==> src/rtl/shift_issue_if.sv <==
// Dispatch, register-file, shift-unit and writeback signals of the shift issue stage.
// slave: the issue stage itself; master: the surrounding core.
interface shift_issue_if;
  logic        InstrValid;
  logic        InstrReady;
  logic [31:0] Instr;
  logic        InstrIsC;
  logic [3:0]  RfAddr;
  logic [31:0] RfData;
  logic [31:0] ShWord;
  logic [4:0]  ShShamt;
  logic        ShSignExtend;
  logic        ShShiftRight;
  logic [31:0] ShResult;
  logic        WbValid;
  logic        WbReady;
  logic [3:0]  WbRd;
  logic [31:0] WbData;
  logic        WbWrite;
  logic        WbIllegal;

  modport slave (
    input  InstrValid, Instr, InstrIsC, RfData, ShResult, WbReady,
    output InstrReady, RfAddr, ShWord, ShShamt, ShSignExtend, ShShiftRight,
           WbValid, WbRd, WbData, WbWrite, WbIllegal
  );

  modport master (
    output InstrValid, Instr, InstrIsC, RfData, ShResult, WbReady,
    input  InstrReady, RfAddr, ShWord, ShShamt, ShSignExtend, ShShiftRight,
           WbValid, WbRd, WbData, WbWrite, WbIllegal
  );
endinterface

==> src/rtl/shift_issue.sv <==
// Multi-cycle RV32E shift issue stage: decode, operand fetch, shift, writeback handoff.
// Define SHIFT_ISSUE_COMPRESSED_EN to decode C.SLLI/C.SRLI/C.SRAI.
module shift_issue (
  input  logic           Clk,
  input  logic           Reset,
  shift_issue_if.slave   bus
);
  typedef enum logic [2:0] {IDLE, READ_A, CAP_A, CAP_B, EXEC, RESP} state_e;

  state_e      state_q, state_d;
  logic [3:0]  rs1_q, rs1_d, rs2_q, rs2_d;
  logic        is_imm_q, is_imm_d, right_q, right_d, arith_q, arith_d;
  logic [4:0]  shamt_q, shamt_d;
  logic [31:0] opa_q, opa_d;
  logic [3:0]  wb_rd_q, wb_rd_d;
  logic [31:0] wb_data_q, wb_data_d;
  logic        wb_write_q, wb_write_d, wb_illegal_q, wb_illegal_d;

  logic [6:0]  dec_f7;
  logic [2:0]  dec_f3;
  logic [4:0]  dec_rd, dec_rs1, dec_rs2, dec_shamt;
  logic        dec_imm, dec_right, dec_arith, dec_legal;

  always_comb begin
    dec_f7    = bus.Instr[31:25];
    dec_f3    = bus.Instr[14:12];
    dec_rd    = bus.Instr[11:7];
    dec_rs1   = bus.Instr[19:15];
    dec_rs2   = bus.Instr[24:20];
    dec_shamt = bus.Instr[24:20];
    dec_imm   = (bus.Instr[6:0] == 7'b0010011);
    dec_right = dec_f3[2];
    dec_arith = dec_f7[5];
    // imm[5] lives in funct7[0], so the funct7 match also rejects shamt >= 32
    dec_legal = (dec_imm || bus.Instr[6:0] == 7'b0110011) &&
                ((dec_f3 == 3'b001 && dec_f7 == 7'b0000000) ||
                 (dec_f3 == 3'b101 && (dec_f7 == 7'b0000000 || dec_f7 == 7'b0100000))) &&
                !dec_rd[4] && !dec_rs1[4] && (dec_imm || !dec_rs2[4]);
    if (bus.InstrIsC) begin
`ifdef SHIFT_ISSUE_COMPRESSED_EN
      dec_imm   = 1'b1;
      dec_shamt = bus.Instr[6:2];
      dec_rs2   = 5'd0;
      if (bus.Instr[1:0] == 2'b10 && bus.Instr[15:13] == 3'b000) begin
        dec_rd    = bus.Instr[11:7];
        dec_right = 1'b0;
        dec_arith = 1'b0;
        dec_legal = !bus.Instr[12] && !bus.Instr[11];
      end else if (bus.Instr[1:0] == 2'b01 && bus.Instr[15:13] == 3'b100 && !bus.Instr[11]) begin
        dec_rd    = {2'b01, bus.Instr[9:7]};
        dec_right = 1'b1;
        dec_arith = bus.Instr[10];
        dec_legal = !bus.Instr[12];
      end else begin
        dec_legal = 1'b0;
      end
      dec_rs1 = dec_rd;
`else
      dec_legal = 1'b0;
`endif
    end
  end

  always_comb begin
    state_d      = state_q;
    rs1_d        = rs1_q;
    rs2_d        = rs2_q;
    is_imm_d     = is_imm_q;
    right_d      = right_q;
    arith_d      = arith_q;
    shamt_d      = shamt_q;
    opa_d        = opa_q;
    wb_rd_d      = wb_rd_q;
    wb_data_d    = wb_data_q;
    wb_write_d   = wb_write_q;
    wb_illegal_d = wb_illegal_q;
    case (state_q)
      IDLE: if (bus.InstrValid) begin
        rs1_d        = dec_rs1[3:0];
        rs2_d        = dec_rs2[3:0];
        is_imm_d     = dec_imm;
        right_d      = dec_right;
        arith_d      = dec_arith;
        shamt_d      = dec_imm ? dec_shamt : 5'd0;
        opa_d        = '0;
        wb_rd_d      = dec_legal ? dec_rd[3:0] : 4'd0;
        wb_write_d   = dec_legal && (dec_rd != 5'd0);
        wb_illegal_d = !dec_legal;
        wb_data_d    = '0;
        state_d      = dec_legal ? READ_A : RESP;
      end
      READ_A: state_d = CAP_A;
      CAP_A: begin
        opa_d   = (rs1_q == 4'd0) ? 32'd0 : bus.RfData;
        state_d = is_imm_q ? EXEC : CAP_B;
      end
      CAP_B: begin
        shamt_d = (rs2_q == 4'd0) ? 5'd0 : bus.RfData[4:0];
        state_d = EXEC;
      end
      EXEC: begin
        // the shift unit's result is not trusted at zero shift amount
        wb_data_d = (shamt_q == 5'd0) ? opa_q : bus.ShResult;
        state_d   = RESP;
      end
      RESP: if (bus.WbReady) state_d = IDLE;
      default: state_d = IDLE;
    endcase
  end

  always_comb begin
    bus.InstrReady   = (state_q == IDLE) && !Reset;
    bus.RfAddr       = (state_q == READ_A) ? rs1_q :
                       (state_q == CAP_A && !is_imm_q) ? rs2_q : 4'd0;
    bus.ShWord       = (state_q == EXEC) ? opa_q : 32'd0;
    bus.ShShamt      = (state_q == EXEC) ? shamt_q : 5'd0;
    bus.ShShiftRight = (state_q == EXEC) && right_q;
    bus.ShSignExtend = (state_q == EXEC) && arith_q;
    bus.WbValid      = (state_q == RESP);
    bus.WbRd         = wb_rd_q;
    bus.WbData       = wb_data_q;
    bus.WbWrite      = wb_write_q;
    bus.WbIllegal    = wb_illegal_q;
  end

  always_ff @(posedge Clk) begin
    if (Reset) begin
      state_q      <= IDLE;
      rs1_q        <= '0;
      rs2_q        <= '0;
      is_imm_q     <= 1'b0;
      right_q      <= 1'b0;
      arith_q      <= 1'b0;
      shamt_q      <= '0;
      opa_q        <= '0;
      wb_rd_q      <= '0;
      wb_data_q    <= '0;
      wb_write_q   <= 1'b0;
      wb_illegal_q <= 1'b0;
    end else begin
      state_q      <= state_d;
      rs1_q        <= rs1_d;
      rs2_q        <= rs2_d;
      is_imm_q     <= is_imm_d;
      right_q      <= right_d;
      arith_q      <= arith_d;
      shamt_q      <= shamt_d;
      opa_q        <= opa_d;
      wb_rd_q      <= wb_rd_d;
      wb_data_q    <= wb_data_d;
      wb_write_q   <= wb_write_d;
      wb_illegal_q <= wb_illegal_d;
    end
  end
endmodule

==> src/flat_wrapper.sv <==
// flat-port wrapper written by rule: the top's interface ports become plain ports
module shift_issue_flat 
  (Clk, Reset, bus_InstrValid, bus_Instr, bus_InstrIsC, bus_RfData, bus_ShResult, bus_WbReady, bus_InstrReady, bus_RfAddr, bus_ShWord, bus_ShShamt, bus_ShSignExtend, bus_ShShiftRight, bus_WbValid, bus_WbRd, bus_WbData, bus_WbWrite, bus_WbIllegal);
  shift_issue_if bus_i ();
  input  logic Clk;
  input  logic Reset;
  input wire logic [$bits(bus_i.InstrValid)-1:0] bus_InstrValid;
  input wire logic [$bits(bus_i.Instr)-1:0] bus_Instr;
  input wire logic [$bits(bus_i.InstrIsC)-1:0] bus_InstrIsC;
  input wire logic [$bits(bus_i.RfData)-1:0] bus_RfData;
  input wire logic [$bits(bus_i.ShResult)-1:0] bus_ShResult;
  input wire logic [$bits(bus_i.WbReady)-1:0] bus_WbReady;
  output wire logic [$bits(bus_i.InstrReady)-1:0] bus_InstrReady;
  output wire logic [$bits(bus_i.RfAddr)-1:0] bus_RfAddr;
  output wire logic [$bits(bus_i.ShWord)-1:0] bus_ShWord;
  output wire logic [$bits(bus_i.ShShamt)-1:0] bus_ShShamt;
  output wire logic [$bits(bus_i.ShSignExtend)-1:0] bus_ShSignExtend;
  output wire logic [$bits(bus_i.ShShiftRight)-1:0] bus_ShShiftRight;
  output wire logic [$bits(bus_i.WbValid)-1:0] bus_WbValid;
  output wire logic [$bits(bus_i.WbRd)-1:0] bus_WbRd;
  output wire logic [$bits(bus_i.WbData)-1:0] bus_WbData;
  output wire logic [$bits(bus_i.WbWrite)-1:0] bus_WbWrite;
  output wire logic [$bits(bus_i.WbIllegal)-1:0] bus_WbIllegal;
  assign bus_i.InstrValid = bus_InstrValid;
  assign bus_i.Instr = bus_Instr;
  assign bus_i.InstrIsC = bus_InstrIsC;
  assign bus_i.RfData = bus_RfData;
  assign bus_i.ShResult = bus_ShResult;
  assign bus_i.WbReady = bus_WbReady;
  assign bus_InstrReady = bus_i.InstrReady;
  assign bus_RfAddr = bus_i.RfAddr;
  assign bus_ShWord = bus_i.ShWord;
  assign bus_ShShamt = bus_i.ShShamt;
  assign bus_ShSignExtend = bus_i.ShSignExtend;
  assign bus_ShShiftRight = bus_i.ShShiftRight;
  assign bus_WbValid = bus_i.WbValid;
  assign bus_WbRd = bus_i.WbRd;
  assign bus_WbData = bus_i.WbData;
  assign bus_WbWrite = bus_i.WbWrite;
  assign bus_WbIllegal = bus_i.WbIllegal;
  shift_issue u_core (.Clk(Clk), .Reset(Reset), .bus(bus_i));
endmodule
==> config.mk <==
export PLATFORM = sky130hd
export DESIGN_NAME = shift_issue_flat
export DESIGN_NICKNAME = d
export VERILOG_FILES = /design/src/rtl/shift_issue_if.sv /design/src/rtl/shift_issue.sv /design/src/flat_wrapper.sv
export SDC_FILE = /design/constraint.sdc
export NUM_CORES = 1
export LEC_CHECK = 0
export CAP_MARGIN = 30
export CORE_UTILIZATION = 41
export DETAILED_ROUTE_END_ITERATION = 7
export PLACE_DENSITY_LB_ADDON = 0.25
export SLEW_MARGIN = 20
export SYNTH_ARGS = -nofsm -noshare
export SYNTH_HDL_FRONTEND = slang
export SYNTH_SLANG_ARGS = --single-unit
==> constraint.sdc <==
create_clock -name Clk -period 2.1 [get_ports Clk]
set_input_delay 0.42 -clock Clk [delete_from_list [all_inputs] [get_ports Clk]]
set_output_delay 0.42 -clock Clk [all_outputs]
set_load 0.01 [all_outputs]
==> impl_metrics.yaml, run 1 <==
status:
  status: "finished, final reports clean"
route:
  via_per_inst: 5.12
  wl_um: 11900
  via_count: 3909
  drcViolationCount: 0
  drt-initial-drc-count: 109
  drt_first_pass_iters: 4
  ant_nets: 0
  wl_per_cell_um: 15.6
logic_synthesis:
  synth_area_leaders: "dfxtp_1 (45%), mux2i_1 (8.1%), and2_1 (7.2%), nand2_1 (5.7%), a22oi_1 (4.2%)"
  synth_edf_count: 0
  postSynthAreaPerCell_um2: 9.02
  ys_seq_area_share_pct: 44.8
  synth_seq_cells: 89
  ys.flop_type: "dfxtp_1"
  synthesis.area_um2: 3980
  netlist_top_cells_count: "dfxtp_1 (89), nand2_1 (60), and2_1 (46), nor2_1 (40), mux2i_1 (32)"
  yosysUniqueCellTypes: 41
  yosys.area.top_type_share_pct: 44.8
  synth.largest_area_cell: "dfxtp_1"
  syn_nets: 542
  synthArstFlopShare_pct: 0
  ys_warn_count: 0
  synthCells: 441
  yosysMostFrequentCell: "dfxtp_1"
setup_path:
  cp-start-kind: "register"
  cp-end-kind: "output port"
  reg2reg_slack_ns: 0.34
  cp_common_cell: "buf_6"
  r2r_cells: 6
  path_cells: "nor3b_4 -> buf_6 -> buf_6 -> and2_1 -> dlygate4sd2_1"
  arrival_ns: 1.64
  critPathMaxStageDelay_ns: 0.38
  crit_slowest_cell: "dfxtp_4"
  r2r_start: "u_core.state_q[0]"
  r2r-end: "u_core.opa_q[17]"
  cp_max_fo: 15
  cp.required_ns: 1.68
  critical_path_class: "reg -> out"
clock_tree:
  cts_made_buffers: 9
  cts_tree: "done"
  root_buffer: "clkbuf_8"
  cts.sinks: 89
  clock_latency_ns: 0.36
  hold_buffers: 0
  path_clk_slew_ns: 0.08
  cts_buffer_depth: 2
  htreeDepth: 3
power:
  p_int_mw: 2.77
  irDropWorstVdd_mv: 0.380
  pwr-share-comb_pct: 23.6
  p_sw_share_pct: 29.5
  power_density_nw_per_um2: 634
  seq_power_share_pct: 45.9
  power_switching_mw: 1.16
  clockPowerShare_pct: 30.4
  p_leak_nw: 2.62
placed_design:
  place_congestion: 0.847
  dp_hpwl_um: 8580
  port_buffers: 183
  placed_cells: 742
  dpl_cell_area_um2: 5960
min_path:
  min_from: "u_core.bus.WbData[26]"
  hold_end: "u_core.bus.WbData[26]"
  min_path_cells: 2
  hold_class: "reg -> reg"
grt:
  grt_pass1_wl_um: 18700
  grtUsageTotal_pct: 23.8
  grt_pass1_vias: 3827
  antenna_found_initial: 0
  grt_max_degree: 33
  grt_overflow_total: 0
floorplan:
  dieArea_um2: 10100
  start_util_pct: 42.6
  ioPinCount: 184
  dieWidth_um: 100
  coreArea_um2: 9330
  die-height_um: 100
  std_cell_rows: 35
sta:
  clock_skew_ns: 0.0125
  fmax_mhz: 485
  tightestPinTransition_ns: 0.787
  finalCriticalPeriod_ns: 2.06
  holdWs_ns: 0.449
  slew_headroom_pct: 47.1
  finalCritPeriodShare_pct: 98.1
  drv_slew: 0
  hold_viol_final: 0
  rsz0062_at_grt: "yes"
  finalSetupViolCount: 0
layout:
  drive_gt1_share_pct: 11.7
  syn_to_final_growth_pct: 55.7
  utilization_pct: 66.4
  stdcell_count: 763
  diodes: 0
  nets: 730
  final_area_um2: 6190
job:
  maxCapViolCount: 0
==> sequential cells by signal, summed over array words and instances, names as in the netlist <==
register / cells
u_core.bus.WbData: 32
u_core.opa_q: 32
u_core.is_imm_q: 1
u_core.arith_q: 1
u_core.bus.WbWrite: 1
u_core.bus.WbIllegal: 1
u_core.shamt_q: 5
u_core.rs2_q: 4
u_core.rs1_q: 4
u_core.right_q: 1
u_core.state_q: 3
u_core.bus.WbRd: 4
==> timing repair <==
item                       in CTS  in global routing
hold endpoints to repair        0                  0
resized for setup              54                 25
pin swaps                       1                  0
setup endpoints to repair      45                 30
buffers inserted                2                  1
gates cloned                    1                  0
==> cells in the final DEF (no fill, tap or decap), types with 2 or more instances in the layout <==
cell type and n:
a21oi_1 23, a221o_1 5, a22oi_1 22, a22oi_2 10, a32oi_1 3, and2_1 46
and3_1 4, buf_4 20, buf_6 5, clkbuf_2 7, clkbuf_8 9, clkdlybuf4s15_1 7
clkdlybuf4s50_1 138, clkinvlp_4 2, dfxtp_1 87, dfxtp_4 2, dlygate4sd2_1 27, dlymetal6s2s_1 3
inv_6 2, mux2i_1 32, nand2_1 60, nand3b_1 3, nand4_1 5, nor2_1 39
nor2b_1 2, nor3_1 2, nor3b_1 2, nor4_1 6, nor4b_1 2, o21ai_0 3
o21ai_1 30, or4_1 2
==> routing by layer <==
metal	track usage (%)	vias to the layer above	wire (um)
li1	-	1928	-
met5	0	-	0
met3	4.51	14	745
met1	29.1	1833	5000
met2	41.6	134	5990
met4	8.58	0	166
==> area by class of cell <==
| type | instances | area [um^2] |
|---|---|---|
| Fill cell | 824 | 3130 |
| Multi-Input combinational cell | 319 | 2020 |
| Timing Repair Buffer | 210 | 2020 |
| Sequential cell | 89 | 1790 |
| Tap cell | 129 | 161 |
| Clock buffer | 9 | 124 |
| Clock inverter | 7 | 76.3 |
==> power groups by stage <==
stage	clock (mW)	combinational (mW)	sequential [mW]
after detailed placement	0	0.854	1.83
after floorplan	0	0.443	1.82
after CTS	1.22	0.886	1.80
after global placement	0	0.845	1.83
final	1.19	0.928	1.80
after global routing	1.29	0.997	1.81
==> logic make-up after synthesis <==
group / count (synthesis) / share of synthesized area [%]
AO/OA/AOI/OAI: 101 / 17.2
multiplexers: 32 / 8.05
AND/OR/NAND/NOR: 186 / 24.7
buffers and inverters: 33 / 5.25
flip-flops: 89 / 44.8
==> worst max path at each step <==
stage	cells after the start	to	slack (ns)	from
after floorplan	5	bus_ShWord[21]	0.37	u_core.state_q[1]
after global routing	5	bus_ShWord[9]	-0.03	u_core.state_q[1]
after detailed placement	7	u_core.bus.WbData[11]	-0.12	bus_InstrValid
after global placement	7	u_core.bus.WbData[13]	-0.09	bus_InstrValid
final	5	bus_ShWord[9]	0.04	u_core.state_q[1]
after CTS	4	bus_RfAddr[1]	-0.05	u_core.state_q[0]
==> worst max-delay path, delay by kind of cell (launching register included) <==
family	cells	cell delay (ns)
buffers and inverters	3	0.57
DFF	1	0.38
and+or+nand+nor	2	0.35
==> metrics by stage <==
step | worst slack [ns] | TNS, ns | power, mW
4_1_cts | -0.0481 | -0.0762 | 3.90
6_report | 0.0390 | 0 | 3.93
5_1_grt | -0.0323 | -0.301 | 4.10
3_5_place_dp | -0.118 | -2.35 | 2.69
2_1_floorplan | 0.370 | 0 | 2.26
3_3_place_gp | -0.0920 | -2.40 | 2.68
Power figures use the tool's default switching activity.
==> run 2: changes to the inputs <==
- ABC_CLOCK_PERIOD_IN_PS: unset -> 2100
- CORE_MARGIN: unset -> 5
==> impl_metrics.yaml, run 2 (synthesis gave the netlist of run 1 again) <==
sta:
  slew_headroom_pct: 68.2
  hold_viol_final: 0
  clock_skew_ns: 0.0104
  fmax_mhz: 509
  finalCritPeriodShare_pct: 93.5
  rsz0062_at_grt: "no"
  tightestPinTransition_ns: 0.476
  drv_slew: 0
  finalSetupViolCount: 0
  finalCriticalPeriod_ns: 1.96
setup_path:
  cp.required_ns: 1.68
  critical_path_class: "reg -> out"
  crit_buf_inv: 3
  cp-end-kind: "output port"
  critPathMaxStageDelay_ns: 0.38
  crit_slowest_cell: "dfxtp_4"
  cp-start-kind: "register"
  cp_top_family: "buffers and inverters"
  cp_max_fo: 17
  arrival_ns: 1.54
  path_cells: "nor3b_4 -> buf_6 -> buf_12 -> and2_1 -> clkbuf_2"
floorplan:
  die-height_um: 108
  std_cell_rows: 36
  dieArea_um2: 11800
  start_util_pct: 41.5
  ioPinCount: 184
  coreArea_um2: 9590
  dieWidth_um: 108
route:
  drcViolationCount: 0
  topRoutingLayerUsed: "met4"
  via_per_inst: 5.09
  wl_um: 12700
  via_count: 3892
  wl_per_cell_um: 16.6
  wl_met2_um: 6370
  ant_nets: 0
  wl_met3_um: 880
  drt-initial-drc-count: 154
  drt_first_pass_iters: 4
  met1_length_um: 5160
power:
  design_power_total_mw: 4.00
  pwr-share-comb_pct: 23.9
  irDropWorstVdd_mv: 0.303
  p_leak_nw: 2.50
  p_int_mw: 2.85
  p_sw_share_pct: 28.9
  power_switching_mw: 1.16
  power_density_nw_per_um2: 658
  clockPowerShare_pct: 31.2
  seq_power_share_pct: 44.9
grt:
  grt_max_degree: 59
  grt_pass1_wl_um: 19600
  grtUsageTotal_pct: 21.2
  grt_overflow_total: 0
  antenna_found_initial: 0
  grt_pass1_vias: 3901
placed_design:
  dp_hpwl_um: 9090
  placed_cells: 745
  port_buffers: 183
  place_congestion: 0.809
clock_tree:
  htreeDepth: 3
  hold_buffers: 0
  cts_made_buffers: 9
  path_clk_slew_ns: 0.09
  clock_latency_ns: 0.36
  cts_buffer_depth: 2
  root_buffer: "clkbuf_8"
  cts_tree: "done"
  cts.sinks: 89
status:
  status: "finished, final reports clean"
layout:
  final_common_cell: "clkdlybuf4s50_1"
  drive_gt1_share_pct: 16.2
  n_fill_cell: 842
  diodes: 0
  nets: 727
  final_cell_mix: "clkdlybuf4s50_1 (137), dfxtp_1 (88), nand2_1 (60)"
  stdcell_count: 764
  syn_to_final_growth_pct: 53.0
job:
  maxCapViolCount: 0
min_path:
  hold_class: "reg -> reg"
run 2: changes by cell type in the layout (fill, tap and decap cells not counted), moves of 2 or more:
cell             before  now
buf_4                20   16
dlygate4sd2_1        27    6
clkbuf_8              9   11
buf_12                1    4
clkbuf_2              7   39
dlymetal6s2s_1        3    0
buf_6                 5    2
clkdlybuf4s15_1       7    0
run 2: layout make-up:
cell class,count,area [um^2],area share (%)
clock inverters,5,62.6,1.03
multi-input cells,319,2020,33.2
well taps,133,166,2.73
clock buffers,11,151,2.49
flip-flops and latches,89,1790,29.3
repair buffers,207,1900,31.2
run 2: worst register-to-register path, delay by kind of cell, from the launching register on:
kind / cells / cell delay, ns
simple gates: 3 / 0.63
buf+inv: 2 / 0.57
flops: 1 / 0.38
compound gates: 1 / 0.17
run 2: worst paths after layout:
| kind | end | depth (start not counted) | slack (ns) | from |
|---|---|---|---|---|
| min reg2reg | u_core.bus.WbData[24] | 2 | 0.45 | u_core.bus.WbData[24] |
| min | u_core.bus.WbData[24] | 2 | 0.45 | u_core.bus.WbData[24] |
| max | bus_ShWord[30] | 5 | 0.14 | u_core.state_q[0] |
| max reg2reg | u_core.opa_q[20] | 6 | 0.30 | u_core.state_q[0] |
run 2: per-stage QoR:
stage | util (%) | instance area, um^2 | worst slack (ns) | hold WS, ns | setup TNS, ns
global route | 63.4 | 6090 | 0.0293 | 0.470 | 0
CTS | 64.9 | 6230 | 0.00378 | 0.452 | 0
floorplan | - | 3980 | 0.370 | 0.432 | 0
global placement | 62.4 | 5980 | -0.0522 | 0.435 | -0.815
detailed placement | 62.7 | 6010 | -0.0108 | 0.440 | -0.0610
finish | 63.4 | 6090 | 0.136 | 0.448 | 0
run 2: metal layers:
metal  track usage [%]  up-vias
li1                  -     1924
met1              25.3     1820
met2              36.6      128
met4              7.39        0
met3              5.97       20
met5                 0        -
run 2: power by group through the flow:
stage	Combinational [mW]	Clock, mW	Sequential (mW)
finish	0.957	1.25	1.80
floorplan	0.443	0	1.82
global placement	0.869	0	1.83
global route	1.03	1.35	1.80
detailed placement	0.917	0	1.83
CTS	0.962	1.28	1.79
run 2: repair_timing:
action,4_1_cts,5_1_grt
buffers inserted,2,0
setup endpoints to repair,45,39
gates resized for setup,52,79
pin swaps,1,1
hold endpoints to repair,0,0
gates cloned,1,0
